## config.mk

```make
export PLATFORM = sky130hd
export DESIGN_NAME = seq_detector_param
export DESIGN_NICKNAME = d
export VERILOG_FILES = /design/src/rtl/seq_detector_pkg.sv /design/src/rtl/seq_window_cmp.sv /design/src/rtl/seq_detector_param.sv
export SDC_FILE = /design/constraint.sdc
export NUM_CORES = 1
export LEC_CHECK = 0
export BUFFER_PORTS_ARGS = -buffer_cell sky130_fd_sc_hd__buf_2
export CORE_MARGIN = 5
export CORE_UTILIZATION = 45
export DETAILED_ROUTE_END_ITERATION = 12
export GPL_TIMING_DRIVEN = 0
export PLACE_DENSITY = 0.65
export SLEW_MARGIN = 20
export SYNTH_ARGS = -nofsm -noshare
export SYNTH_HDL_FRONTEND = slang
export SYNTH_SLANG_ARGS = --single-unit
```

## constraint.sdc

```tcl
create_clock -name clk -period 2.5 [get_ports clk]
set_input_delay 0.375 -clock clk [delete_from_list [all_inputs] [get_ports clk]]
set_output_delay 0.375 -clock clk [all_outputs]
set_load 0.01 [all_outputs]
```

## src/rtl/seq_detector_pkg.sv

```systemverilog
// rtl/seq_detector_pkg.sv - shared FSM state type and default widths for the sequence detector
package seq_detector_pkg;

    localparam int DEF_DATA_W = 8;
    localparam int DEF_PAT_W  = 5;

    typedef enum logic [1:0] {
        IDLE = 2'd0,
        SCAN = 2'd1,
        DONE = 2'd2
    } state_t;

endpackage

```

## src/rtl/seq_window_cmp.sv

```systemverilog
// rtl/seq_window_cmp.sv - sliding bit window with fill tracking and masked pattern compare
module seq_window_cmp
    import seq_detector_pkg::*;
#(
    parameter int PAT_W = DEF_PAT_W
) (
    input  logic             clk,
    input  logic             rstn,
    input  logic             clear_i,
    input  logic             shift_i,
    input  logic             bit_i,
    input  logic             overlap_i,
    input  logic [PAT_W-1:0] pattern_i,
    input  logic [PAT_W-1:0] mask_i,
    output logic             hit_o
);

    localparam int                FILL_W = $clog2(PAT_W + 1);
    localparam logic [FILL_W-1:0] FULL   = FILL_W'(PAT_W);

    logic [PAT_W-1:0]  hist_q, hist_d;
    logic [FILL_W-1:0] fill_q, fill_d;
    logic [PAT_W-1:0]  next_hist;
    logic [FILL_W-1:0] fill_next;

    // Window update and compare against the window as it will look after this bit
    always_comb begin
        next_hist = (hist_q << 1) | PAT_W'(bit_i);
        fill_next = (fill_q == FULL) ? FULL : fill_q + 1'b1;
        hit_o     = shift_i && (fill_next == FULL)
                    && (((next_hist ^ pattern_i) & mask_i) == '0);
        hist_d    = hist_q;
        fill_d    = fill_q;
        if (clear_i) begin
            hist_d = '0;
            fill_d = '0;
        end else if (shift_i) begin
            hist_d = next_hist;
            // Non-overlapping mode forgets the matched bits by emptying the window
            fill_d = (hit_o && !overlap_i) ? '0 : fill_next;
        end
    end

    // Window registers
    always_ff @(posedge clk or negedge rstn) begin
        if (!rstn) begin
            hist_q <= '0;
            fill_q <= '0;
        end else begin
            hist_q <= hist_d;
            fill_q <= fill_d;
        end
    end

endmodule

```

## src/rtl/seq_detector_param.sv

```systemverilog
// rtl/seq_detector_param.sv - serial MSB-first sequence detector; SEQDET_MASK_EN adds pat_mask_i don't-care mask
module seq_detector_param
    import seq_detector_pkg::*;
#(
    parameter  int DATA_W = DEF_DATA_W,
    parameter  int PAT_W  = DEF_PAT_W,
    localparam int CNT_W  = $clog2(DATA_W + 1)
) (
    input  logic              clk,
    input  logic              rstn,
    input  logic              start_i,
    input  logic [DATA_W-1:0] data_i,
    input  logic [PAT_W-1:0]  pattern_i,
`ifdef SEQDET_MASK_EN
    input  logic [PAT_W-1:0]  pat_mask_i,
`endif
    input  logic              overlap_i,
    output logic              busy_o,
    output logic              match_o,
    output logic [CNT_W-1:0]  match_cnt_o,
    output logic              found_o,
    output logic              done_o
);

    localparam int               IDX_W    = (DATA_W > 1) ? $clog2(DATA_W) : 1;
    localparam logic [IDX_W-1:0] IDX_LAST = IDX_W'(DATA_W - 1);

    state_t            state_q, state_d;
    logic [IDX_W-1:0]  idx_q, idx_d;
    logic [DATA_W-1:0] data_q, data_d;
    logic [PAT_W-1:0]  pat_q, pat_d;
    logic [PAT_W-1:0]  mask_q, mask_d;
    logic              ovl_q, ovl_d;
    logic              match_q, match_d;
    logic [CNT_W-1:0]  cnt_q, cnt_d;
    logic              found_q, found_d;
    logic [PAT_W-1:0]  mask_in;
    logic              clear, shift, hit;

`ifdef SEQDET_MASK_EN
    assign mask_in = pat_mask_i;
`else
    assign mask_in = '1;
`endif

    seq_window_cmp #(
        .PAT_W (PAT_W)
    ) u_window (
        .clk       (clk),
        .rstn      (rstn),
        .clear_i   (clear),
        .shift_i   (shift),
        .bit_i     (data_q[idx_q]),
        .overlap_i (ovl_q),
        .pattern_i (pat_q),
        .mask_i    (mask_q),
        .hit_o     (hit)
    );

    // Next-state logic: start always wins and restarts from any state
    always_comb begin
        state_d = state_q;
        idx_d   = idx_q;
        data_d  = data_q;
        pat_d   = pat_q;
        mask_d  = mask_q;
        ovl_d   = ovl_q;
        match_d = 1'b0;
        cnt_d   = cnt_q;
        found_d = found_q;
        clear   = 1'b0;
        shift   = 1'b0;
        if (start_i) begin
            state_d = SCAN;
            idx_d   = IDX_LAST;
            data_d  = data_i;
            pat_d   = pattern_i;
            mask_d  = mask_in;
            ovl_d   = overlap_i;
            cnt_d   = '0;
            found_d = 1'b0;
            clear   = 1'b1;
        end else begin
            case (state_q)
                SCAN: begin
                    shift = 1'b1;
                    if (hit) begin
                        match_d = 1'b1;
                        cnt_d   = cnt_q + 1'b1;
                        found_d = 1'b1;
                    end
                    if (idx_q == '0) begin
                        state_d = DONE;
                    end else begin
                        idx_d = idx_q - 1'b1;
                    end
                end
                DONE:    state_d = IDLE;
                default: state_d = IDLE;
            endcase
        end
    end

    // State and datapath registers, all cleared asynchronously
    always_ff @(posedge clk or negedge rstn) begin
        if (!rstn) begin
            state_q <= IDLE;
            idx_q   <= '0;
            data_q  <= '0;
            pat_q   <= '0;
            mask_q  <= '0;
            ovl_q   <= 1'b0;
            match_q <= 1'b0;
            cnt_q   <= '0;
            found_q <= 1'b0;
        end else begin
            state_q <= state_d;
            idx_q   <= idx_d;
            data_q  <= data_d;
            pat_q   <= pat_d;
            mask_q  <= mask_d;
            ovl_q   <= ovl_d;
            match_q <= match_d;
            cnt_q   <= cnt_d;
            found_q <= found_d;
        end
    end

    assign busy_o      = (state_q != IDLE);
    assign done_o      = (state_q == DONE);
    assign match_o     = match_q;
    assign match_cnt_o = cnt_q;
    assign found_o     = found_q;

endmodule

```

== Yosys cells after proc, flatten, opt, wreduce, memory -nomap -nowiden ==
Cells that the tools add are included.

* Register bits: 33
* Latch bits: 0
* Bits in writable memories: 0
* Memory bits (read-only): 0
* Input bits: 17
* Output and inout port bits: 8
* Word-level logic and storage cells: 62
* Memories: 0

* Add/subtract/negate cells: 3
* Multiply operators: 0
* Div/mod/pow operators: 0
* Order comparisons: 1
* Equality and inequality tests: 6
* Shift-type cells: 0
* Multiplexer cells: 26
* Bitwise operators: 3
* Reductions and logical operators: 12

{| class="wikitable"
|+ Operator list
! operator !! count
|-
| 3-bit 2-to-1 mux || 7
|-
| 4-bit 2-to-1 mux || 5
|-
| 1-bit 2-to-1 mux || 10
|-
| 2-bit nonzero test || 4
|-
| 3-bit == test, second input constant || 2
|-
| 2-bit 2-to-1 mux || 3
|-
| 5-bit bitwise AND || 1
|-
| 5-bit logical NOT || 1
|-
| 5-bit by 1-bit OR with 5-bit output || 1
|-
| 5-bit XOR || 1
|-
| 4-bit by 1-bit adder with 4-bit output, second input constant || 1
|-
| 3-bit by 4-bit less-than comparator with 1-bit output, second input constant || 1
|-
| 2-bit AND reduction || 2
|-
| 3-bit by 1-bit adder with 3-bit output, second input constant || 1
|-
| 1-bit binary-select mux with 3-bit select || 1
|-
| 1-bit logical AND || 3
|-
| 3-bit logical NOT || 1
|-
| 3-bit inequality test, second input constant || 1
|-
| 3-bit by 1-bit subtractor with 3-bit output, second input constant || 1
|-
| 2-bit by 1-bit == test with 1-bit output, second input constant || 1
|-
| 2-bit == test, second input constant || 1
|-
| 2-bit inequality test, second input constant || 1
|-
| 1-bit logical NOT || 1
|}

== Logic depth before layout (Yosys ltp) ==
* Depth in word-level cells: 11
* Depth in mapped cells: 6
* Gate-level depth less buffers: 6

== Modules after synthesis ==
Synthesis repeated with hierarchy kept, for this count alone.

* Cells, all modules: 125
* Area, all modules: 1532.7 um2

{| class="wikitable"
|+ By module, submodules not included
! module !! times used !! cells an instance !! area each (um2)
|-
| seq_detector_param || 1 || 85 || 1129.8
|-
| seq_window_cmp || 1 || 40 || 402.9
|}

== Least setup slack after synthesis ==
Ideal clock, no wire load.

* Path type: register -> register
* From: register idx_q[0]
* To: register cnt_q[1], in the netlist match_cnt_o[1]
* Library setup time: 0.128 ns
* Arrival time: 1.975 ns
* Slack: 0.397 ns
* Cell stages (with the launch flop): 6
* Buffers on the path: 0
* Period minus slack after synthesis: 2.103 ns
* Path through: dfrtp_1 mux4_1 mux2_4 and4_4 nor3_4 mux2_1

* Cells in the longest elaborated chain, start to end: 9

{| class="wikitable"
|+ Ends and longest elaborated chain
! what !! RTL line !! source
|-
| start: declaration || seq_detector_param.sv:29 || <nowiki>logic [IDX_W-1:0] idx_q, idx_d;</nowiki>
|-
| start signal: assignment || seq_detector_param.sv:118 || <nowiki>idx_q <= idx_d;</nowiki>
|-
| 1-bit binary-select mux with 3-bit select || seq_detector_param.sv:53 || <nowiki>.bit_i (data_q[idx_q]),</nowiki>
|-
| 1-bit 2-to-1 mux (implied by the code) || seq_detector_param.sv:53 ||
|-
| 5-bit by 1-bit OR with 5-bit output || seq_window_cmp.sv:28 || <nowiki>next_hist = (hist_q << 1) | PAT_W'(bit_i);</nowiki>
|-
| 5-bit XOR || seq_window_cmp.sv:31 || <nowiki>&& (((next_hist ^ pattern_i) & mask_i) == '0);</nowiki>
|-
| 5-bit bitwise AND || seq_window_cmp.sv:31 ||
|-
| 5-bit logical NOT || seq_window_cmp.sv:31 ||
|-
| 1-bit logical AND || seq_window_cmp.sv:31 ||
|-
| 2-bit nonzero test (no line) || n/a ||
|-
| 2-bit AND reduction (no line) || n/a ||
|-
| end signal: assignment || seq_detector_param.sv:124 || <nowiki>cnt_q <= cnt_d;</nowiki>
|-
| end: declaration || seq_detector_param.sv:35 || <nowiki>logic [CNT_W-1:0] cnt_q, cnt_d;</nowiki>
|}

Every way passes these cells. The select of a mux whose other input is x is not followed.
A chain may end at the register's enable or synchronous reset.

== Worst setup path in the final report ==
Ends and elaborated chain as after synthesis.

==> flow_metrics.py <==
metrics = {
    "run_status": {
        "status": "finished, final reports clean",
    },
    "yosys": {
        "ys_types": 41,
        "synth_top_area_share_pct": 51.8,
        "synth_edf_count": 0,
        "synthTopCellsByArea": "dfrtp_1 52%, mux2_2 9.9%, mux4_1 3.3%",
        "synth_top_cell_by_area": "dfrtp_1",
        "ys.warnings.count": 0,
        "async_flop_share_pct": 100,
        "syn_area_per_cell_um2": 11.9,
        "syn_area_um2": 1590,
        "syn_nets": 154,
        "ys_seq_area_share_pct": 51.8,
        "synth_flop_cell": "dfrtp_1",
        "synth_seq_cells": 33,
        "syn_inst": 134,
    },
    "timing": {
        "timing.final.crit_share_pct": 91.1,
        "report.final.hold_viol_count": 0,
        "timing.hold.ws_ps": 79.6,
        "rsz0062_at_grt": "false",
        "tns_ps": 0,
        "fmax_mhz": 439,
        "slew_violations": 0,
        "layout_min_cycle_time_ps": 2280,
        "slew_headroom_pct": 51.8,
        "clock_skew_ps": 15.9,
        "worst_slew_pin_slew_ps": 723,
        "setup_viol": 0,
    },
    "grt": {
        "grt_pass1_vias": 1170,
        "antenna_found_initial": 0,
        "overflow": 0,
        "grt_pass1_wl_um": 5410,
        "grt_start_max_net_pins": 34,
        "grt_use_total_pct": 14.2,
    },
    "floorplan": {
        "ioPinCount": 25,
        "fp.dieW_um": 69.5,
        "die_y_um": 69.5,
        "floorplan.initialDensity_pct": 47.0,
        "die_area_um2": 4830,
        "coreArea_um2": 3390,
        "std_cell_rows": 21,
    },
    "setup_path": {
        "worstSetupEndpointType": "flop",
        "cp.arrival_ps": 2500,
        "worst_path_max_delay_cell": "mux4_1",
        "r2r_slack_ps": 220,
        "cp.required_ps": 2720,
        "cp_num_buf_inv": 0,
        "rr_worst_depth": 5,
        "cp.depth": 5,
        "cp-startpoint": "idx_q[0]",
        "crit_chain": "mux4_1 > mux2_4 > and4_4 > nor3_4 > mux2_1",
        "worstReg2RegStart": "idx_q[0]",
        "startpoint_type": "flop",
        "r2r-end": "match_cnt_o[1]",
        "crit_family": "multiplexers",
        "crit_type": "reg2reg",
        "worstPathMaxFanout": 5,
        "setup.worst_path.end": "match_cnt_o[1]",
        "cpPeakStageDelay_ps": 580,
    },
    "clocking": {
        "postCtsSetupRepairBufs": 0,
        "clkTransAtPathRegs_ps": 110,
        "h-tree-depth": 2,
        "cts-resized-gates": 0,
        "clk_latency_ps": 340,
        "numCtsBuffers": 5,
        "clockBufferDepth": 2,
        "cts_hold_buffers": 0,
        "cts_root_buffer": "clkbuf_4",
        "cts_sinks": 33,
        "cts_tree": "yes",
    },
    "power": {
        "vdd_drop_max_uv": 283,
        "power_density_nw_per_um2": 596,
        "leakage_nw": 0.852,
    },
    "route": {
        "ant_nets": 0,
        "wire_per_inst_um": 15.1,
        "num_vias": 1129,
        "drt_iter0_markers": 44,
        "post_drt_via_cell_ratio": 5.35,
        "first_pass_iters": 4,
        "drc": 0,
        "wl_um": 3190,
    },
    "job": {
        "maxCapViolations": 0,
    },
    "place": {
        "port_buffers": 23,
        "dpl_cell_area_um2": 1770,
        "dp_hpwl_um": 2340,
        "place_congestion": 0.792,
    },
    "finish": {
        "utilization_pct": 54.2,
        "n_antenna_cell": 0,
        "area_delta_synth_final_pct": 15.2,
        "drive_gt1_share_pct": 33.3,
        "finalInstanceArea_um2": 1840,
        "nets": 184,
    },
    "min_path": {
        "min_path_type": "in2async",
    },
}
## worst min path at each step
| stage | end | cells after the start | slack [ps] |
|---|---|---|---|
| after floorplan | data_q[0] | 0 | 80 |
| after global placement | data_q[7] | 1 | 460 |
| after detailed placement | data_q[6] | 1 | 480 |
| after CTS | data_q[6] | 1 | 110 |
| after global routing | data_q[5] | 1 | 140 |
| final | data_q[6] | 1 | 80 |
## cell type report
type | instances | area [um2]
sequential | 33 | 826
clock buffer | 7 | 65.1
buffer | 5 | 20.0
timing repair buffer | 23 | 115
clock inverter | 1 | 5.00
inverter | 9 | 33.8
multi-input combinational | 87 | 714
fill | 300 | 1550
tap | 46 | 57.6
## routing by layer
metal | global-route usage, % | up-vias | wire length, um
met1 | 15.9 | 559 | 1360
met4 | 6.29 | 0 | 51
met2 | 24.9 | 21 | 1640
li1 | - | 540 | -
met5 | 0 | - | 0
met3 | 4.20 | 9 | 135
## worst reg2reg max path, cell delays in order, from the launching register on
cell and delay [ps]:
dfrtp_1 430, mux4_1 580, mux2_4 330, and4_4 220, nor3_4 260, mux2_1 340
## where the power goes
group	internal (mW)	total [mW]	switching (mW)
Sequential	0.573	0.606	0.0329
Clock	0.163	0.343	0.180
Combinational	0.0718	0.145	0.0730
Total	0.808	1.09	0.286
## sequential cells by signal, summed over array words and instances, names as in the netlist
name             flops
data_q               8
found_o              1
idx_q                3
mask_q               1
match_cnt_o          4
match_o              1
ovl_q                1
pat_q                5
state_q              2
u_window.fill_q      3
u_window.hist_q      4
## logic make-up after synthesis
group / share of synthesized area [%]
xor gates and xnor gates: 2.75
buffers and inverters: 3.37
DFF: 51.8
and+or+nand+nor: 16.5
AOI/OAI and AO/OA: 7.77
muxes: 15.5
adders and majority gates: 2.36
## stage by stage
stage | setup slack (ps) | power, mW | cells
after floorplan | 397 | 0.709 | 134
after global placement | 260 | 0.750 | 203
after detailed placement | 240 | 0.763 | 203
after CTS | 231 | 1.11 | 211
after global routing | 94.5 | 1.15 | 211
final | 221 | 1.09 | 211
## cell usage after synthesis (all sizes together) (3+ instances only)
library cell	n
xor2	4
nor2	5
a21oi	4
nand4	3
mux2	16
dfrtp	33
nor3	4
o21ai	4
ha	3
inv	8
nand2	13
clkbuf	3
nor2b	4
## cells in the final DEF (no fill, tap or decap), drive strengths merged, types with 3 or more instances in the layout
master,count
nand2,13
clkbuf,10
o21ai,4
nor2,5
a21oi,4
ha,3
xor2,4
nand4,3
dfrtp,33
nor3,4
inv,8
mux2,16
nor2b,4
buf,25
No activity file was read; power rests on OpenSTA's default activity.
